**config.mk**
```make
export PLATFORM = sky130hd
export DESIGN_NAME = acc_snapshot_serializer
export DESIGN_NICKNAME = d
export VERILOG_FILES = /design/src/rtl/acc_snapshot_serializer.sv
export SDC_FILE = /design/constraint.sdc
export NUM_CORES = 1
export LEC_CHECK = 0
export CORE_MARGIN = 2
export CORE_UTILIZATION = 40
export CTS_BUF_LIST = sky130_fd_sc_hd__clkbuf_2 sky130_fd_sc_hd__clkbuf_4 sky130_fd_sc_hd__clkbuf_8
export DETAILED_ROUTE_END_ITERATION = 7
export PLACE_DENSITY = 0.6
export SLEW_MARGIN = 20
export SYNTH_ARGS = -nofsm -noshare
export SYNTH_HDL_FRONTEND = slang
export SYNTH_SLANG_ARGS = --single-unit
```
**constraint.sdc**
```tcl
create_clock -name clk -period 5.8 [get_ports clk]
set_clock_uncertainty 0.05 [all_clocks]
set_input_delay 1.16 -clock clk [delete_from_list [all_inputs] [get_ports clk]]
set_output_delay 1.16 -clock clk [all_outputs]
set_load 0.01 [all_outputs]
```
**src/rtl/acc_snapshot_serializer.sv**
```systemverilog
// acc_snapshot_serializer: snapshots the accumulator bus on a request and
// shifts it out MSB first as a framed serial stream (ser_clk/ser_data/ser_frame).
// Requests come from a synchronized external pin or a free-running period counter.
// Optional build macro ACC_PARITY_EN appends an even-parity bit after the payload.
module acc_snapshot_serializer #(
  parameter int ACC_WIDTH   = 24,
  parameter int DIV_HALF    = 2,
  parameter int GAP_CYCLES  = 8,
  parameter int AUTO_PERIOD = 1024
) (
  input  logic                 clk,
  input  logic                 rst_n,
  input  logic [ACC_WIDTH-1:0] data_in,
  input  logic                 trig_in,
  input  logic                 auto_en,
  output logic                 ser_clk,
  output logic                 ser_data,
  output logic                 ser_frame,
  output logic                 busy,
  output logic                 done,
  output logic                 overrun
);

  localparam int IDX_W  = (ACC_WIDTH  > 1) ? $clog2(ACC_WIDTH)  : 1;
  localparam int DIV_W  = (DIV_HALF   > 1) ? $clog2(DIV_HALF)   : 1;
  localparam int GAP_W  = (GAP_CYCLES > 1) ? $clog2(GAP_CYCLES) : 1;
  localparam int AUTO_W = (AUTO_PERIOD > 1) ? $clog2(AUTO_PERIOD) : 1;

  localparam logic [IDX_W-1:0]  IDX_FIRST = IDX_W'(ACC_WIDTH - 1);
  localparam logic [DIV_W-1:0]  DIV_LAST  = DIV_W'(DIV_HALF - 1);
  localparam logic [GAP_W-1:0]  GAP_LAST  = GAP_W'(GAP_CYCLES - 1);
  localparam logic [AUTO_W-1:0] AUTO_LAST = AUTO_W'(AUTO_PERIOD - 1);

`ifdef ACC_PARITY_EN
  typedef enum logic [1:0] {S_IDLE, S_SHIFT, S_PAR, S_GAP} state_t;
`else
  typedef enum logic [1:0] {S_IDLE, S_SHIFT, S_GAP} state_t;
`endif

  state_t               state, state_nxt;
  logic [ACC_WIDTH-1:0] shadow, shadow_nxt;
  logic [IDX_W-1:0]     bit_idx, bit_idx_nxt, bit_idx_dec;
  logic [DIV_W-1:0]     div_cnt, div_cnt_nxt;
  logic [GAP_W-1:0]     gap_cnt, gap_cnt_nxt;
  logic [AUTO_W-1:0]    auto_cnt;
  logic                 ser_clk_nxt, ser_data_nxt, ser_frame_nxt;
  logic                 busy_nxt, done_nxt, overrun_nxt;
  logic                 trig_meta, trig_sync, trig_prev;
  logic                 trig_req, auto_req, req, enter_gap;

  // Two-flop synchronizer plus a delay flop for rising-edge detection of trig_in
  always_ff @(posedge clk or negedge rst_n) begin
    if (!rst_n) begin
      trig_meta <= 1'b0;
      trig_sync <= 1'b0;
      trig_prev <= 1'b0;
    end else begin
      trig_meta <= trig_in;
      trig_sync <= trig_meta;
      trig_prev <= trig_sync;
    end
  end

  assign trig_req = trig_sync & ~trig_prev;

  // Free-running period counter for automatic requests, parked at 0 when disabled
  always_ff @(posedge clk or negedge rst_n) begin
    if (!rst_n) begin
      auto_cnt <= '0;
    end else if (!auto_en || auto_cnt == AUTO_LAST) begin
      auto_cnt <= '0;
    end else begin
      auto_cnt <= auto_cnt + AUTO_W'(1);
    end
  end

  assign auto_req = auto_en && (auto_cnt == AUTO_LAST);
  assign req      = trig_req | auto_req;

  // State register and registered serial outputs
  always_ff @(posedge clk or negedge rst_n) begin
    if (!rst_n) begin
      state     <= S_IDLE;
      shadow    <= '0;
      bit_idx   <= '0;
      div_cnt   <= '0;
      gap_cnt   <= '0;
      ser_clk   <= 1'b0;
      ser_data  <= 1'b0;
      ser_frame <= 1'b0;
      busy      <= 1'b0;
      done      <= 1'b0;
      overrun   <= 1'b0;
    end else begin
      state     <= state_nxt;
      shadow    <= shadow_nxt;
      bit_idx   <= bit_idx_nxt;
      div_cnt   <= div_cnt_nxt;
      gap_cnt   <= gap_cnt_nxt;
      ser_clk   <= ser_clk_nxt;
      ser_data  <= ser_data_nxt;
      ser_frame <= ser_frame_nxt;
      busy      <= busy_nxt;
      done      <= done_nxt;
      overrun   <= overrun_nxt;
    end
  end

  // Next-state and output decode; each bit is DIV_HALF low cycles then DIV_HALF high cycles
  always_comb begin
    state_nxt     = state;
    shadow_nxt    = shadow;
    bit_idx_nxt   = bit_idx;
    div_cnt_nxt   = div_cnt;
    gap_cnt_nxt   = gap_cnt;
    ser_clk_nxt   = ser_clk;
    ser_data_nxt  = ser_data;
    ser_frame_nxt = ser_frame;
    busy_nxt      = busy;
    done_nxt      = 1'b0;
    overrun_nxt   = overrun | (req && state != S_IDLE);
    enter_gap     = 1'b0;
    bit_idx_dec   = bit_idx - IDX_W'(1);

    case (state)
      S_IDLE: begin
        if (req) begin
          state_nxt     = S_SHIFT;
          shadow_nxt    = data_in;
          ser_frame_nxt = 1'b1;
          busy_nxt      = 1'b1;
          ser_clk_nxt   = 1'b0;
          ser_data_nxt  = data_in[ACC_WIDTH-1];
          bit_idx_nxt   = IDX_FIRST;
          div_cnt_nxt   = '0;
        end
      end
      S_SHIFT: begin
        if (div_cnt == DIV_LAST) begin
          div_cnt_nxt = '0;
          if (!ser_clk) begin
            ser_clk_nxt = 1'b1;
          end else if (bit_idx == '0) begin
`ifdef ACC_PARITY_EN
            state_nxt    = S_PAR;
            ser_clk_nxt  = 1'b0;
            ser_data_nxt = ^shadow;
`else
            enter_gap = 1'b1;
`endif
          end else begin
            bit_idx_nxt  = bit_idx_dec;
            ser_clk_nxt  = 1'b0;
            ser_data_nxt = shadow[bit_idx_dec];
          end
        end else begin
          div_cnt_nxt = div_cnt + DIV_W'(1);
        end
      end
`ifdef ACC_PARITY_EN
      S_PAR: begin
        if (div_cnt == DIV_LAST) begin
          div_cnt_nxt = '0;
          if (!ser_clk) begin
            ser_clk_nxt = 1'b1;
          end else begin
            enter_gap = 1'b1;
          end
        end else begin
          div_cnt_nxt = div_cnt + DIV_W'(1);
        end
      end
`endif
      S_GAP: begin
        if (gap_cnt == GAP_LAST) begin
          state_nxt   = S_IDLE;
          busy_nxt    = 1'b0;
          gap_cnt_nxt = '0;
        end else begin
          gap_cnt_nxt = gap_cnt + GAP_W'(1);
        end
      end
      default: begin
        state_nxt = S_IDLE;
      end
    endcase

    if (enter_gap) begin
      state_nxt     = S_GAP;
      ser_frame_nxt = 1'b0;
      ser_clk_nxt   = 1'b0;
      ser_data_nxt  = 1'b0;
      done_nxt      = 1'b1;
      gap_cnt_nxt   = '0;
    end
  end

endmodule

```
### Yosys cells after proc, flatten, opt, wreduce, memory -nomap -nowiden

Cells that the tools add are included.
Widths: inputs -> output; s select.

* logic and storage cells: 98
* bits in registers: 54
* bits of input ports: 28

* add/sub/neg operators: 4
* reduce and logical (&&, ||, !) cells: 21
* bitwise operators: 4
* order comparisons: 1
* muxes and demuxes: 38
* equal/unequal tests: 15

Operators by type and width (count)
* $mux 1: 20
* $mux 5: 4
* $ne 3x3->1 const B: 5
* $ne 2x2->1 const B: 6
* $reduce_bool 2->1: 6
* $add 10x1->10 const B: 1
* $eq 10x10->1 const B: 1
* $mux 10: 1
* $pmux 5 s2: 1
* $reduce_and 5->1: 2
* $mux 3: 3
* $reduce_and 3->1: 3
* $pmux 1 s2: 4
* $lt 5x6->1 const B: 1
* $mux 2: 3
* $pmux 2 s3: 1
* $reduce_and 2->1: 3
* $bmux 1 s5: 1
* $logic_not 5->1: 1
* $sub 5x1->5 const B: 1
* $add 3x1->3 const B: 1
* $eq 3x3->1 const B: 1
* $reduce_bool 3->1: 1
* $eq 2x1->1 const B: 1
* 9 further kinds: 11

### Logic depth before layout (Yosys ltp)

* word-level depth: 8
* mapped depth: 9
* mapped depth without buffers: 7

### Least setup slack after synthesis

OpenSTA, ideal clock, no wires.

* path kind: input port to flip-flop
* start: in auto_en
* end: reg bit_idx[3]
* slack: 3.416 ns
* cell stages on the path: 5
* setup time: 0.079 ns
* arrival time: 2.255 ns
* path through: and3b_1 -> nand4_4 -> a21o_4 -> or4_1 -> mux2i_1

* word-level cells in the longest chain between the ends: 4

RTL lines
* from (decl): RTL line 15 `input logic auto_en,`
* $logic_and 1x1->1: RTL line 77 `assign auto_req = auto_en && (auto_cnt == AUTO_LAST);`
* $or 1x1->1: RTL line 78 `assign req = trig_req | auto_req;`
* $ne 2x2->1 (no source line)
* $reduce_and 5->1 (no source line)
* to (signal assigned): RTL line 97 `bit_idx <= bit_idx_nxt;`
* to (decl): RTL line 42 `logic [IDX_W-1:0] bit_idx, bit_idx_nxt, bit_idx_dec;`

Every way passes these cells.
A chain may end at the register's enable or synchronous reset.

### Worst setup path after layout

Same ends and word-level chain as after synthesis.

==> results.sh <==
export IMPL_status="finished, final reports clean"
export IMPL_cts_tree="yes"
export IMPL_critPathMaxFanout=9
export IMPL_initial_core_util_pct=40.9
export IMPL_ir_drop_v=0.000117
export IMPL_yosysTopAreaCell="dfrtp_1"
export IMPL_seqPwrFrac_pct=57.1
export IMPL_antenna_found_initial=0
export IMPL_gr_usage_all_layers_pct=14.5
export IMPL_setup_ws_ns=3.05
export IMPL_ys_top_cells_by_count="dfrtp_1, nor2_1, mux2_4"
export IMPL_relSlewSlack_pct=55.4
export IMPL_clock_power_share_pct=38.2
export IMPL_cts_resized=0
export IMPL_grt_pass1_vias=1812
export IMPL_ys_seq_area_share_pct=48.8
export IMPL_drcViolationCount=0
export IMPL_cap_violations=0
export IMPL_wl_um=4810
export IMPL_tightest_slew_ns=0.669
export IMPL_setup_violations=0
export IMPL_syn_to_final_growth_pct=17.4
export IMPL_synth_top_area_share_pct=48.8
export IMPL_arrival_ns=2.93
export IMPL_rsz0062_at_grt="false"
export IMPL_drt_first_pass_iters=4
export IMPL_fmaxAchievable_mhz=364
export IMPL_diodes=0
export IMPL_root_buffer="clkbuf_8"
export IMPL_p_sw_share_pct=20.4
export IMPL_hold_violations=0
export IMPL_fin_tns_setup_ns=0
export IMPL_ys_warn_count=0
export IMPL_gp_congestion=0.798
export IMPL_hold_buffers=0
export IMPL_netlist_instances=222
export IMPL_synth_most_common_cell="dfrtp_1"
export IMPL_fill_cells=615
export IMPL_synth_edf_count=0
export IMPL_grt_pass1_wl_um=8590
export IMPL_ctsLongestPathBuffers=2
export IMPL_hpwlAfterDp_um=3340
export IMPL_post_route_period_util_pct=47.4
export IMPL_post_cts_buffers=0
export IMPL_p_int_uw=531
export IMPL_drtIter0Drc=79
export IMPL_ys_ff_latch=54
export IMPL_ys_types=48
export IMPL_htreeDepth=2
export IMPL_cts_sinks=54
export IMPL_ys_flop_type="dfrtp_1"
export IMPL_drive_above_1_share_pct=18.8
export IMPL_die_w_um=87.2
export IMPL_vias_per_cell=5.18
export IMPL_powerDensity_mw_per_mm2=205
export IMPL_rows=30
export IMPL_synth_nets=254
export IMPL_min_path_type="flop to flop"
export IMPL_cts_clk_slew_worst_paths_ns=0.10
export IMPL_pin_count=34
export IMPL_r2r_setup_slack_ns=3.09
export IMPL_postRouteAntennaNets=0
export IMPL_required_ns=5.98
export IMPL_die_h_um=87.2
export IMPL_nets=286
export IMPL_crit_path_end_kind="flop"
export IMPL_synthArstFlopShare_pct=100
export IMPL_fin_util_pct=48.1
export IMPL_wl_per_cell_um=14.4
export IMPL_synth_cell_area_sq_mm=0.00277
export IMPL_p_leak_nw=1.59
export IMPL_synth_area_leaders="dfrtp_1, mux2_4, mux2i_1"
export IMPL_drv_slew=0
export IMPL_combPwrFrac_pct=4.7
export IMPL_period_needed_ns=2.75
export IMPL_path_class="input pin to flop"
export IMPL_hold_slack_ns=0.311
export IMPL_p_sw_uw=136
export IMPL_grt_ovfl_total=0
export IMPL_start_kind="input pin"
export IMPL_syn_avg_cell_area_sq_um=12.5
export IMPL_worst_skew_pair_late_latency_ns=0.31
export IMPL_cts_buffers=5
export IMPL_vias=1736
export IMPL_core_area_sq_mm=0.00676
export IMPL_die_area_sq_mm=0.00760
export IMPL_grt_max_degree=55
export IMPL_io_buffers=33
export IMPL_pre_cts_ws_ns=2.74
-- path summary, 6_finish.rpt --
path                       startpoint     endpoint  cells after the start
setup / recovery              auto_en   bit_idx[3]                      6
hold / removal              trig_meta    trig_sync                      0
setup reg to reg           bit_idx[0]     ser_data                      7
hold reg to reg             trig_meta    trig_sync                      0
max in group asynchronous       rst_n         done                      2
min in group asynchronous       rst_n  auto_cnt[2]                      2
-- cells in the final DEF, fill, tap and decap left out, types with 5 or more instances in the layout --
master / instances
xor2_1: 5
clkdlybuf4s50_1: 32
inv_1: 7
nand3_1: 6
clkbuf_8: 5
nor2_1: 20
a21oi_1: 6
mux2_1: 5
o21ai_0: 6
mux2i_1: 12
dfrtp_1: 54
nand2_1: 9
mux2_4: 19
-- layout make-up --
type	count	area, sq um	share of cell area, %
tap	80	100	3.08
sequential	54	1350	41.6
clock inverter	2	37.5	1.16
timing repair buffer	35	340	10.5
multi-input combinational	151	1320	40.5
inverter	7	26.3	0.809
clock buffer	6	76.3	2.35
-- power by group through the flow --
stage / Combinational (mW) / Clock [mW] / Sequential [mW]
3_5_place_dp: 0.0321 / 0 / 0.388
2_1_floorplan: 0.00428 / 0 / 0.388
4_1_cts: 0.0322 / 0.265 / 0.381
5_1_grt: 0.0353 / 0.280 / 0.381
6_report: 0.0311 / 0.255 / 0.381
3_3_place_gp: 0.0322 / 0 / 0.388
-- logic make-up after synthesis --
kind of cell             count (synthesis)  synth area share, %
AO/OA/AOI/OAI                           29                 8.05
XOR/XNOR                                10                 3.44
buffers and inverters                   17                 3.62
AND/OR/NAND/NOR                         65                 13.1
multiplexers                            43                 21.2
adder cells (fa/ha/maj)                  4                 1.81
flip-flops                              54                 48.8
-- flip-flops by register name (all words and copies together) (netlist names) --
| name | count |
|---|---|
| trig_prev | 1 |
| state | 2 |
| trig_sync | 1 |
| ser_frame | 1 |
| busy | 1 |
| ser_clk | 1 |
| bit_idx | 5 |
| shadow | 24 |
| auto_cnt | 10 |
| div_cnt | 1 |
| done | 1 |
| ser_data | 1 |
| trig_meta | 1 |
| overrun | 1 |
| gap_cnt | 3 |
-- critical path, cell delays in order --
cell             delay (ns)
clkdlybuf4s50_1        0.57
and3b_1                0.23
nand4_4                0.11
a21o_4                 0.27
or4_1                  0.46
mux2i_1                0.13
-- per-stage QoR --
step           total power [mW]  instance area, sq um  instances
4_1_cts                   0.678                  3250        335
2_1_floorplan             0.392                  2770        222
6_report                  0.667                  3250        335
5_1_grt                   0.696                  3250        335
3_5_place_dp              0.420                  3130        327
3_3_place_gp              0.420                  3130        327
-- layer usage --
| layer | vias to the layer above | wire length, um | global-route usage, % |
|---|---|---|---|
| met1 | 839 | 2400 | 20.5 |
| met3 | 6 | 183 | 4.27 |
| met4 | 0 | 46 | 3.36 |
| met2 | 39 | 2180 | 22.1 |
| li1 | 852 | - | - |
| met5 | - | 0 | 0 |
(Power assumes the default switching activity.)
